$ cat src/rtl/route_compute_unit.sv
// Route computation for a 2-D mesh router.
// Each input port holds an output-port decision for the whole packet.
// The decision is taken on the head flit and released on the fired tail flit.
// Routing is XY or YX dimension-order. Output codes are 0=LOCAL 1=WEST 2=NORTH 3=EAST 4=SOUTH.
module route_compute_unit #(
  parameter int NOC_WIDTH    = 4,
  parameter int NOC_LENGTH   = 4,
  parameter int ROUTER_ID    = 0,
  parameter int NUM_PORTS    = 5,
  parameter int ROUTING_MODE = 0,
  localparam int XW          = $clog2(NOC_WIDTH),
  localparam int YW          = $clog2(NOC_LENGTH),
  localparam int AW          = XW + YW
) (
  input  logic                   clk,
  input  logic                   rst_n,
  input  logic [NUM_PORTS-1:0]    flit_valid,
  input  logic [NUM_PORTS-1:0]    flit_head,
  input  logic [NUM_PORTS-1:0]    flit_tail,
  input  logic [NUM_PORTS*AW-1:0] flit_dest,
  input  logic [NUM_PORTS-1:0]    flit_fire,
  output logic [NUM_PORTS-1:0]    route_valid,
  output logic [NUM_PORTS*3-1:0]  route_port,
  output logic [NUM_PORTS-1:0]    route_err
);

  localparam logic [2:0] P_LOCAL = 3'd0;
  localparam logic [2:0] P_WEST  = 3'd1;
  localparam logic [2:0] P_NORTH = 3'd2;
  localparam logic [2:0] P_EAST  = 3'd3;
  localparam logic [2:0] P_SOUTH = 3'd4;

  // This router's coordinates. Y grows toward SOUTH.
  localparam logic [XW-1:0] MY_X  = XW'(ROUTER_ID % NOC_WIDTH);
  localparam logic [YW-1:0] MY_Y  = YW'(ROUTER_ID / NOC_WIDTH);
  // Mesh extents. They are one bit wider so a full power-of-two extent still fits.
  localparam logic [XW:0]   X_LIM = (XW+1)'(NOC_WIDTH);
  localparam logic [YW:0]   Y_LIM = (YW+1)'(NOC_LENGTH);

  typedef enum logic {IDLE, ROUTED} state_e;

  state_e     state_q [NUM_PORTS];
  state_e     state_d [NUM_PORTS];
  logic [2:0] port_q  [NUM_PORTS];
  logic [2:0] port_d  [NUM_PORTS];
  logic       err_q   [NUM_PORTS];
  logic       err_d   [NUM_PORTS];

  // A destination is outside the mesh when either coordinate is past its extent.
  function automatic logic addr_bad(input logic [AW-1:0] dest);
    logic [XW-1:0] dx;
    logic [YW-1:0] dy;
    dx = dest[XW-1:0];
    dy = dest[AW-1:XW];
    return ({1'b0, dx} >= X_LIM) || ({1'b0, dy} >= Y_LIM);
  endfunction

  // Dimension-order routing with plain unsigned compares. The mesh has no wraparound.
  function automatic logic [2:0] calc_route(input logic [AW-1:0] dest);
    logic [XW-1:0] dx;
    logic [YW-1:0] dy;
    logic [2:0]    xdir;
    logic [2:0]    ydir;
    logic [2:0]    r;
    dx   = dest[XW-1:0];
    dy   = dest[AW-1:XW];
    xdir = (dx > MY_X) ? P_EAST : P_WEST;
    ydir = (dy > MY_Y) ? P_SOUTH : P_NORTH;
    r    = P_LOCAL;
    if (ROUTING_MODE == 0) begin
      if (dx != MY_X)      r = xdir;
      else if (dy != MY_Y) r = ydir;
    end else begin
      if (dy != MY_Y)      r = ydir;
      else if (dx != MY_X) r = xdir;
    end
    return r;
  endfunction

  // Per-port next state: take the route on a head, release it on a fired tail.
  always_comb begin
    for (int p = 0; p < NUM_PORTS; p++) begin
      logic [AW-1:0] dest_p;
      logic          head_ev;
      logic          tail_fire;
      // NOTE: every target gets a default before any branch, so no path leaves it unassigned and no latch is inferred.
      state_d[p] = state_q[p];
      port_d[p]  = port_q[p];
      err_d[p]   = err_q[p];
      dest_p     = flit_dest[p*AW +: AW];
      head_ev    = flit_valid[p] & flit_head[p];
      tail_fire  = flit_valid[p] & flit_tail[p] & flit_fire[p];
      case (state_q[p])
        IDLE: begin
          // A tail or fire seen in IDLE is ignored. This includes the fire of a
          // single-flit packet in the cycle its head arrives.
          if (head_ev) begin
            state_d[p] = ROUTED;
            if (addr_bad(dest_p)) begin
              err_d[p]  = 1'b1;
              port_d[p] = P_LOCAL;
            end else begin
              port_d[p] = calc_route(dest_p);
            end
          end
        end
        ROUTED: begin
          // A second head is a protocol error. The held route is kept.
          if (head_ev)        err_d[p]   = 1'b1;
          else if (tail_fire) state_d[p] = IDLE;
        end
        default: state_d[p] = IDLE;
      endcase
    end
  end

  // State registers, cleared by the synchronous reset.
  always_ff @(posedge clk) begin
    if (!rst_n) begin
      // NOTE: the per-port arrays are ordinary flops, not a RAM, so every entry is reset explicitly.
      for (int p = 0; p < NUM_PORTS; p++) begin
        // NOTE: sequential state uses non-blocking assignment so all flops update together at the edge.
        state_q[p] <= IDLE;
        port_q[p]  <= P_LOCAL;
        err_q[p]   <= 1'b0;
      end
    end else begin
      for (int p = 0; p < NUM_PORTS; p++) begin
        state_q[p] <= state_d[p];
        port_q[p]  <= port_d[p];
        err_q[p]   <= err_d[p];
      end
    end
  end

  // Output flattening. The port code is forced to 0 whenever no route is held.
  always_comb begin
    route_valid = '0;
    route_port  = '0;
    route_err   = '0;
    for (int p = 0; p < NUM_PORTS; p++) begin
      route_valid[p] = (state_q[p] == ROUTED);
      if (state_q[p] == ROUTED) route_port[p*3 +: 3] = port_q[p];
      route_err[p]   = err_q[p];
    end
  end

endmodule

$ cat config.mk
export PLATFORM = sky130hd
export DESIGN_NAME = route_compute_unit
export DESIGN_NICKNAME = d
export VERILOG_FILES = /design/src/rtl/route_compute_unit.sv
export SDC_FILE = /design/constraint.sdc
export NUM_CORES = 1
export LEC_CHECK = 0
export ABC_AREA = 1
export CORE_ASPECT_RATIO = 0.9
export CORE_UTILIZATION = 39
export CTS_BUF_LIST = sky130_fd_sc_hd__clkbuf_8
export DETAILED_ROUTE_END_ITERATION = 10
export GPL_TIMING_DRIVEN = 0
export HOLD_SLACK_MARGIN = 0.02
export PLACE_DENSITY = 0.87
export SYNTH_ARGS = -nofsm -noshare
export SYNTH_HDL_FRONTEND = slang
export SYNTH_SLANG_ARGS = --single-unit
$ cat constraint.sdc
create_clock -name clk -period 2.95 [get_ports clk]
set_clock_uncertainty 0.15 [all_clocks]
set_input_delay 0.295 -clock clk [delete_from_list [all_inputs] [get_ports clk]]
set_output_delay 0.295 -clock clk [all_outputs]
set_load 0.01 [all_outputs]
==> out/results.tsv, run 1 <==
metric	value	unit
result of the run	finished clean	
Period minus WS final	1.93	ns
Gate Count Post-Synth	152	
IO Count	67	
Root Driver	clkbuf_8	
power density over the cells	357	mW/mm²
final net count	265	
Clock Pin Slew Worst Setup and Hold Paths	0.06	ns
antenna violations before repair	0	
drt first-iter violations	22	
internal cell power	0.467	mW
WL final	2500	µm
first-pass GRT wire length	4120	µm
dpl cell area	0.00168	mm²
WP data required	2.51	ns
CP peak stage delay	0.53	ns
met1 Usage GRT	0.222	
CP max stage cell	clkdlybuf4s50_1	
Initial Util	0.430	
min setup slack post-route	1.02	ns
WHS	0.315	ns
Worst Setup Path Type	flip-flop to output port	
clock sink count	20	
crit path DAT	1.49	ns
full die area	0.00272	mm²
hold crit path type	flip-flop to flip-flop	
met3 GRT Util	0.0679	
gr busiest metal	met2	
Die Y	49.6	µm
CTS-repair resized insts	0	
Placed Instances	245	
Die X-Extent	54.9	µm
cell family with most CP delay	buffers and inverters	
Remaining Overflow, GRT	0	
# diodes	0	
Least-Margin Pin Slew	0.278	ns
Final Instance Area	0.00172	mm²
antenna viol nets, final	0	
max-cap violations	0	
vias per cell	4.62	
Net Sw Frac	0.239	
TNS Setup	0	ns
wire per inst	10.1	µm
Slew Limit Fails	0	
layout overhead on the synthesized area	74.9	%
row count	16	
TritonRoute pass-1 iters	4	
count of yosys warnings during synthesis	0	
Clk Latency, worst-skew pair	0.26	ns
critical path cell sequence	nand2_1 > inv_1 > buf_4 > clkdlybuf4s50_1	
R2R Setup Slk	1.87	ns
Seq/Total Area, Yosys	0.408	
RePlAce Congestion	0.730	
Detailed Place HPWL	2060	µm
Setup WS pre-CTS	1.29	ns
share of cells above drive strength 1	0.0452	
Power Total	0.614	mW
setup bufs post-CTS	0	
library cells used by synthesis	14	
leakage	0.817	nW
Final setup viols	0	
Port Buffers	66	
sequential share of power	0.486	
Synthesized Nets	194	
Bufs on Longest Clock Path	2	
TritonCTS buffer count	3	
Via Count	1146	
htree depth	1	
Logic pwr share	0.234	
crit share post-route	0.656	
vias in the first global route	1055	
CTS tree	yes	
final std cells w/o fill	248	
RSZ-0062 raised after global routing	false	
clock power share	0.280	
Finished Core Util	0.753	
Cell Area, Synth	982	µm²
Worst Setup End Kind	output port	
Crit Path Max Fanout	7	
VDD IR max	0.000367	V
flops & latches, synth	20	
max frequency	0.517	GHz
Hold-fix buffers, CTS	0	
met2 Use GR	0.386	
Psw	0.147	mW
final number of hold-violating endpoints	0	
Core ar.	0.00228	mm²
largest net degree at the start of global routing	11	
DRC	0	
CP bufs+invs	3	
Worst Setup Start Kind	flip-flop	
average size of a mapped cell	6.46	µm²
worst rel slew slack	0.814	
GR Util All Layers	0.209	
## final timing paths
check	start	endpoint	depth (start not counted)
worst max register to register	state_q[0][1]$_SDFF_PN0_	port_q[0][5]$_SDFFE_PN0P_	5
worst min-delay path	err_q[0][3]$_SDFFE_PN0P_	err_q[0][3]$_SDFFE_PN0P_	1
worst max-delay path	state_q[0][3]$_SDFF_PN0_	route_port[10]	4
worst min register to register	err_q[0][3]$_SDFFE_PN0P_	err_q[0][3]$_SDFFE_PN0P_	1
## layout make-up
class	instances	area, µm²
buffer	6	48.8
sequential	20	400
clock buffer	3	41.3
inverter	30	113
timing repair buffer	66	661
multi-input combinational	96	420
tap	27	33.8
fill	189	564
## power groups by stage
stage	sequential, mW	combinational [mW]	clock, mW
floorplan	0.305	0.0509	0
global placement	0.303	0.139	0
detailed placement	0.304	0.144	0
CTS	0.298	0.144	0.177
global route	0.300	0.160	0.187
finish	0.299	0.143	0.172
## cell usage in the layout, fill, tap and decap left out
cell and instances:
nor2_1 29, nand3_1 9, o21a_1 5, a31oi_1 4
a21oi_1 5, dfxtp_1 20, buf_4 5, and2_1 1
o21bai_1 1, buf_6 1, clkdlybuf4s50_1 66, o21ai_0 4
nor2_2 1, clkbuf_8 3, nand2_1 37, inv_1 30
## worst register-to-register path, cell delays in order (launching register included)
cell and delay (ns):
dfxtp_1 0.41, inv_1 0.10, nand3_1 0.13, nand2_1 0.07
nand2_1 0.07, nor2_1 0.04
## cells in the mapped netlist
| library cell | number | share of area |
|---|---|---|
| a21oi_1 | 5 | 0.025 |
| a31oi_1 | 4 | 0.025 |
| and2_1 | 1 | 0.0064 |
| buf_4 | 5 | 0.038 |
| buf_6 | 1 | 0.011 |
| dfxtp_1 | 20 | 0.41 |
| inv_1 | 30 | 0.11 |
| nand2_1 | 37 | 0.14 |
| nand3_1 | 9 | 0.046 |
| nor2_1 | 29 | 0.11 |
| nor2_2 | 1 | 0.0064 |
| o21a_1 | 5 | 0.038 |
| o21ai_0 | 4 | 0.020 |
| o21bai_1 | 1 | 0.0076 |
## cell families (layout without fill, tap and decap cells)
kind of cell,Yosys count,in the layout,share of synthesized area
AOI/OAI and AO/OA,19,19,0.117
DFF,20,20,0.408
buffers and inverters,36,105,0.164
and+or+nand+nor,77,77,0.311
## flip-flops by register name, summed over array words and instances (netlist names)
| name | cells |
|---|---|
| err_q | 5 |
| port_q | 10 |
| state_q | 5 |
## metal layers
| metal | vias up | routed length (µm) |
|---|---|---|
| met3 | 3 | 172 |
| met2 | 39 | 1340 |
| met5 | - | 0 |
| met4 | 0 | 14 |
| met1 | 509 | 971 |
| li1 | 595 | - |
Power figures use the tool's default switching activity.
==> run 2: changes to the inputs <==
Settings changed: CORE_UTILIZATION 39 to 36, PLACE_DENSITY 0.87 to 0.82.
Clock period 2.95 ns to 1.9 ns, I/O delays scaled along.
==> out/results.tsv, run 2 (synthesis gave the netlist of run 1 again) <==
metric	value	unit	change
result of the run	finished with violations		
failing checks	design-rule violations		
RePlAce Congestion	0.738		+1.2%
crit path DAT	1.45	ns	-0.04 ns
Port Buffers	66		unchanged
CTS tree	yes		
antenna violations before repair	0		unchanged
drt first-iter violations	30		+36%
worst rel slew slack	0.800		-0.0147
first-pass GRT wire length	3770	µm	-8.5%
final net count	265		unchanged
Fillers	222		+17%
htree depth	1		unchanged
Crit Path Max Fanout	7		unchanged
DRC	12		+12
Bufs on Longest Clock Path	2		unchanged
setup bufs post-CTS	0		unchanged
leakage	0.817	nW	unchanged
Clk Latency, worst-skew pair	0.25	ns	about the same
max-cap violations	0		unchanged
Worst Setup Start Kind	flip-flop		
TritonCTS buffer count	3		unchanged
TritonRoute pass-1 iters	7		+3
max frequency	0.560	GHz	
commonest non-fill, non-tap cell in the layout	clkdlybuf4s50_1		
VDD IR max	0.000275	V	-25%
full die area	0.00294	mm²	+8.0%
Die X-Extent	57.1	µm	+3.9%
GR Util All Layers	0.165		-0.0433
layout overhead on the synthesized area	75.0	%	about the same
final number of hold-violating endpoints	0		unchanged
Initial Util	0.391		-0.0390
Largest regs	port_q: 10 flops, err_q: 5 flops, state_q: 5 flops		
power density over the cells	553	mW/mm²	+55%
# diodes	0		unchanged
Slew Limit Fails	0		unchanged
Clock Pin Slew Worst Setup and Hold Paths	0.07	ns	about the same
TNS Setup	0	ns	unchanged
Hold-fix buffers, CTS	0		unchanged
vias per cell	4.48		-3.0%
share of cells above drive strength 1	0.0452		unchanged
clock sink count	20		unchanged
Worst Setup Path Type	flip-flop to output port		
max reg flops	10		unchanged
IO Count	67		unchanged
wire per inst	9.74	µm	-3.3%
CTS-repair resized insts	0		unchanged
most frequent cells in the layout	clkdlybuf4s50_1 (66), nand2_1 (37), inv_1 (30)		
Least-Margin Pin Slew	0.300	ns	+0.0220 ns
row count	17		+1
Worst Setup End Kind	output port		
vias in the first global route	1001		-5.1%
Die Y	51.6	µm	+3.9%
hold crit path type	flip-flop to flip-flop		
Via Count	1116		-2.6%
crit share post-route	0.940		
Final setup viols	0		unchanged
Remaining Overflow, GRT	0		unchanged
Detailed Place HPWL	2000	µm	-2.9%
most flop-heavy register	port_q		
Period minus WS final	1.79	ns	
Root Driver	clkbuf_8		
largest net degree at the start of global routing	11		unchanged
RSZ-0062 raised after global routing	false		
WHS	0.313	ns	-0.00195 ns
antenna viol nets, final	0		unchanged
Core ar.	0.00251	mm²	+10%
WP data required	1.56	ns	-0.95 ns
WL final	2430	µm	-2.9%
[run 2: cell counts in the layout (fill, tap and decap cells not counted)]
Identical to the previous run, type by type.
[run 2: final timing paths]
| path | startpoint | end | slack, ns | cells past startpoint |
|---|---|---|---|---|
| max | state_q[0][3]$_SDFF_PN0_ | route_port[10] | 0.11 | 4 |
| min | err_q[0][0]$_SDFFE_PN0P_ | err_q[0][0]$_SDFFE_PN0P_ | 0.31 | 1 |
| max reg2reg | state_q[0][0]$_SDFF_PN0_ | port_q[0][1]$_SDFFE_PN0P_ | 0.83 | 4 |
| min reg2reg | err_q[0][0]$_SDFFE_PN0P_ | err_q[0][0]$_SDFFE_PN0P_ | 0.31 | 1 |
[run 2: final cells by class]
| type | instances | area [µm²] | area share |
|---|---|---|---|
| multi-input combinational | 96 | 420 | 0.245 |
| buffer | 6 | 48.8 | 0.0284 |
| inverter | 30 | 113 | 0.0655 |
| timing repair buffer | 66 | 661 | 0.384 |
| sequential | 20 | 400 | 0.233 |
| tap | 28 | 35.0 | 0.0204 |
| clock buffer | 3 | 41.3 | 0.0240 |
[run 2: critical path: stages (launching register included)]
cell and delay [ns]:
dfxtp_1 0.43, nand2_1 0.08, inv_1 0.07, buf_4 0.10, clkdlybuf4s50_1 0.52
[run 2: routing by layer]
layer,share of wire,routed length (µm),global-route usage
met5,0,0,0
met4,0.0078,19,0.0528
met3,0.084,204,0.0299
met2,0.50,1200,0.327
met1,0.41,999,0.177
[run 2: report_power, final]
part	switching [mW]	total, mW	internal [mW]	leakage [nW]
logic	0.0813	0.220	0.139	0.631
clock network	0.126	0.267	0.141	0.0216
registers	0.0191	0.464	0.445	0.164
[run 2: stage by stage]
stage          power (mW)  setup slack, ns   util  cell area (µm²)  cells
2_1_floorplan       0.553            0.800      -              982    152
3_3_place_gp        0.687            0.389  0.668             1680    246
3_5_place_dp        0.694            0.377  0.668             1680    246
4_1_cts             0.963            0.103  0.685             1720    249
5_1_grt              1.00           0.0249  0.685             1720    249
6_report            0.951            0.114  0.685             1720    249
==> run 3: changes to the inputs <==
Settings changed: GPL_TIMING_DRIVEN 0 to 1.
==> out/results.tsv, run 3 (synthesis gave the netlist of run 1 again) <==
metric	value	unit	change
layout overhead on the synthesized area	72.2	%	
Clock Pin Slew Worst Setup and Hold Paths	0.07	ns	about the same
vias in the first global route	1020		+1.9%
HP Start	err_q[0][4]$_SDFFE_PN0P_		
WP data required	1.56	ns	about the same
largest net degree at the start of global routing	12		+1
Die X-Extent	57.1	µm	unchanged
hold depth	1		unchanged
Detailed Place HPWL	2100	µm	+5.1%
full die area	0.00294	mm²	unchanged
Bufs on Longest Clock Path	2		unchanged
power density over the cells	593	mW/mm²	+7.3%
TritonRoute pass-1 iters	7		unchanged
dpl cell area	0.00164	mm²	-2.5%
Remaining Overflow, GRT	0		unchanged
Largest regs	port_q: 10 flops, err_q: 5 flops, state_q: 5 flops		
hold crit path type	flip-flop to flip-flop		
crit path DAT	1.38	ns	-0.07 ns
Final Instance Area	0.00169	mm²	-1.6%
failing checks	design-rule violations		
antenna viol nets, final	0		unchanged
worst rel slew slack	0.772		-0.0275
Reg2Reg Launch Point	state_q[0][0]$_SDFF_PN0_		
max-cap violations	0		unchanged
CTS tree	yes		
crit share post-route	0.904		-0.0359
Core ar.	0.00251	mm²	unchanged
most frequent cells in the layout	clkdlybuf4s50_1 (66), nand2_1 (37), inv_1 (30)		
max reg flops	10		unchanged
Least-Margin Pin Slew	0.341	ns	+0.0411 ns
Register-to-Register Path Depth	4		unchanged
TritonCTS buffer count	3		unchanged
RSZ-0062 raised after global routing	false		
gr busiest metal	met2		
Initial Util	0.391		unchanged
result of the run	finished with violations		
VDD IR max	0.000294	V	+6.8%
CTS-repair resized insts	0		unchanged
Finished Core Util	0.674		-0.0110
Worst Setup End Kind	output port		
max frequency	0.582	GHz	+4.0%
met3 GRT Util	0.0249		-0.00498
WL final	2540	µm	+4.7%
Hold EP	err_q[0][4]$_SDFFE_PN0P_		
TNS Setup	0	ns	unchanged
Hold-fix buffers, CTS	0		unchanged
Worst Setup Start Kind	flip-flop		
met2 Use GR	0.347		+0.0196
DRC	13		+1
R2R Path End	port_q[0][1]$_SDFFE_PN0P_		
Fillers	238		+7.2%
most flop-heavy register	port_q		
wire per inst	10.4	µm	+6.4%
Slew Limit Fails	0		unchanged
setup bufs post-CTS	0		unchanged
RePlAce Congestion	0.754		+2.1%
htree depth	1		unchanged
Crit Path Max Fanout	7		unchanged
GR Util All Layers	0.175		+0.00972
Final setup viols	0		unchanged
# diodes	0		unchanged
commonest non-fill, non-tap cell in the layout	clkdlybuf4s50_1		
IO Count	67		unchanged
first-pass GRT wire length	4020	µm	+6.8%
Port Buffers	66		unchanged
antenna violations before repair	0		unchanged
clock sink count	20		unchanged
Period minus WS final	1.72	ns	-0.0682 ns
R2R Setup Slk	0.82	ns	about the same
vias per cell	4.49		about the same
share of cells above drive strength 1	0.0276		-0.0176
final number of hold-violating endpoints	0		unchanged
leakage	0.796	nW	-2.6%
drt first-iter violations	32		+6.7%
row count	17		unchanged
met1 Usage GRT	0.194		+0.0171
final net count	260		-1.9%
Root Driver	clkbuf_8		
Clk Latency, worst-skew pair	0.25	ns	about the same
Worst Setup Path Type	flip-flop to output port		
Die Y	51.6	µm	unchanged
Via Count	1099		-1.5%
run 3: cell types whose count changed in the layout (fill, tap and decap cells not counted), sizes merged:
cell    delta
buf        -5
clkbuf     +1
run 3: layout make-up:
cell class	count	area (µm²)	area share
Sequential cell	20	400	0.237
Inverter	30	113	0.0666
Tap cell	28	35.0	0.0207
Timing Repair Buffer	67	668	0.395
Clock buffer	4	55.1	0.0325
Multi-Input combinational cell	96	420	0.249
run 3: how the worst max path moves through the flow:
stage                              from  depth (start not counted)  slack (ns)                    endpoint
6_report       state_q[0][3]$_SDFF_PN0_                          3        0.18               route_port[9]
5_1_grt        state_q[0][3]$_SDFF_PN0_                          3        0.09               route_port[9]
3_5_place_dp                      rst_n                          4        0.44  port_q[0][13]$_SDFFE_PN0P_
4_1_cts        state_q[0][3]$_SDFF_PN0_                          3        0.17               route_port[9]
2_1_floorplan  state_q[0][3]$_SDFF_PN0_                          3        0.80              route_port[10]
3_3_place_gp                      rst_n                          4        0.44  port_q[0][13]$_SDFFE_PN0P_
run 3: metal layers:
layer / vias up / wire (µm)
met5: - / 0
met4: 0 / 0
met1: 477 / 1060
met3: 0 / 176
li1: 583 / -
met2: 39 / 1310
run 3: power breakdown:
group          internal, mW  leakage [nW]  switching [mW]
combinational         0.136         0.603          0.0822
clock                 0.184        0.0288           0.137
sequential            0.444         0.164          0.0195
total                 0.764         0.796           0.239
run 3: per-stage QoR:
stage / total power [mW] / setup WS, ns / instances / hold WS, ns
after CTS: 1.01 / 0.166 / 245 / 0.323
after global routing: 1.06 / 0.0854 / 245 / 0.329
after detailed placement: 0.692 / 0.441 / 241 / 0.305
after global placement: 0.684 / 0.437 / 241 / 0.308
final: 1.00 / 0.182 / 245 / 0.318
after floorplan: 0.553 / 0.800 / 152 / 0.166
run 3: critical path, stage by stage (launching register included):
cell             delay [ns]
dfxtp_1                0.44
nand2_1                0.08
inv_1                  0.07
clkdlybuf4s50_1        0.54
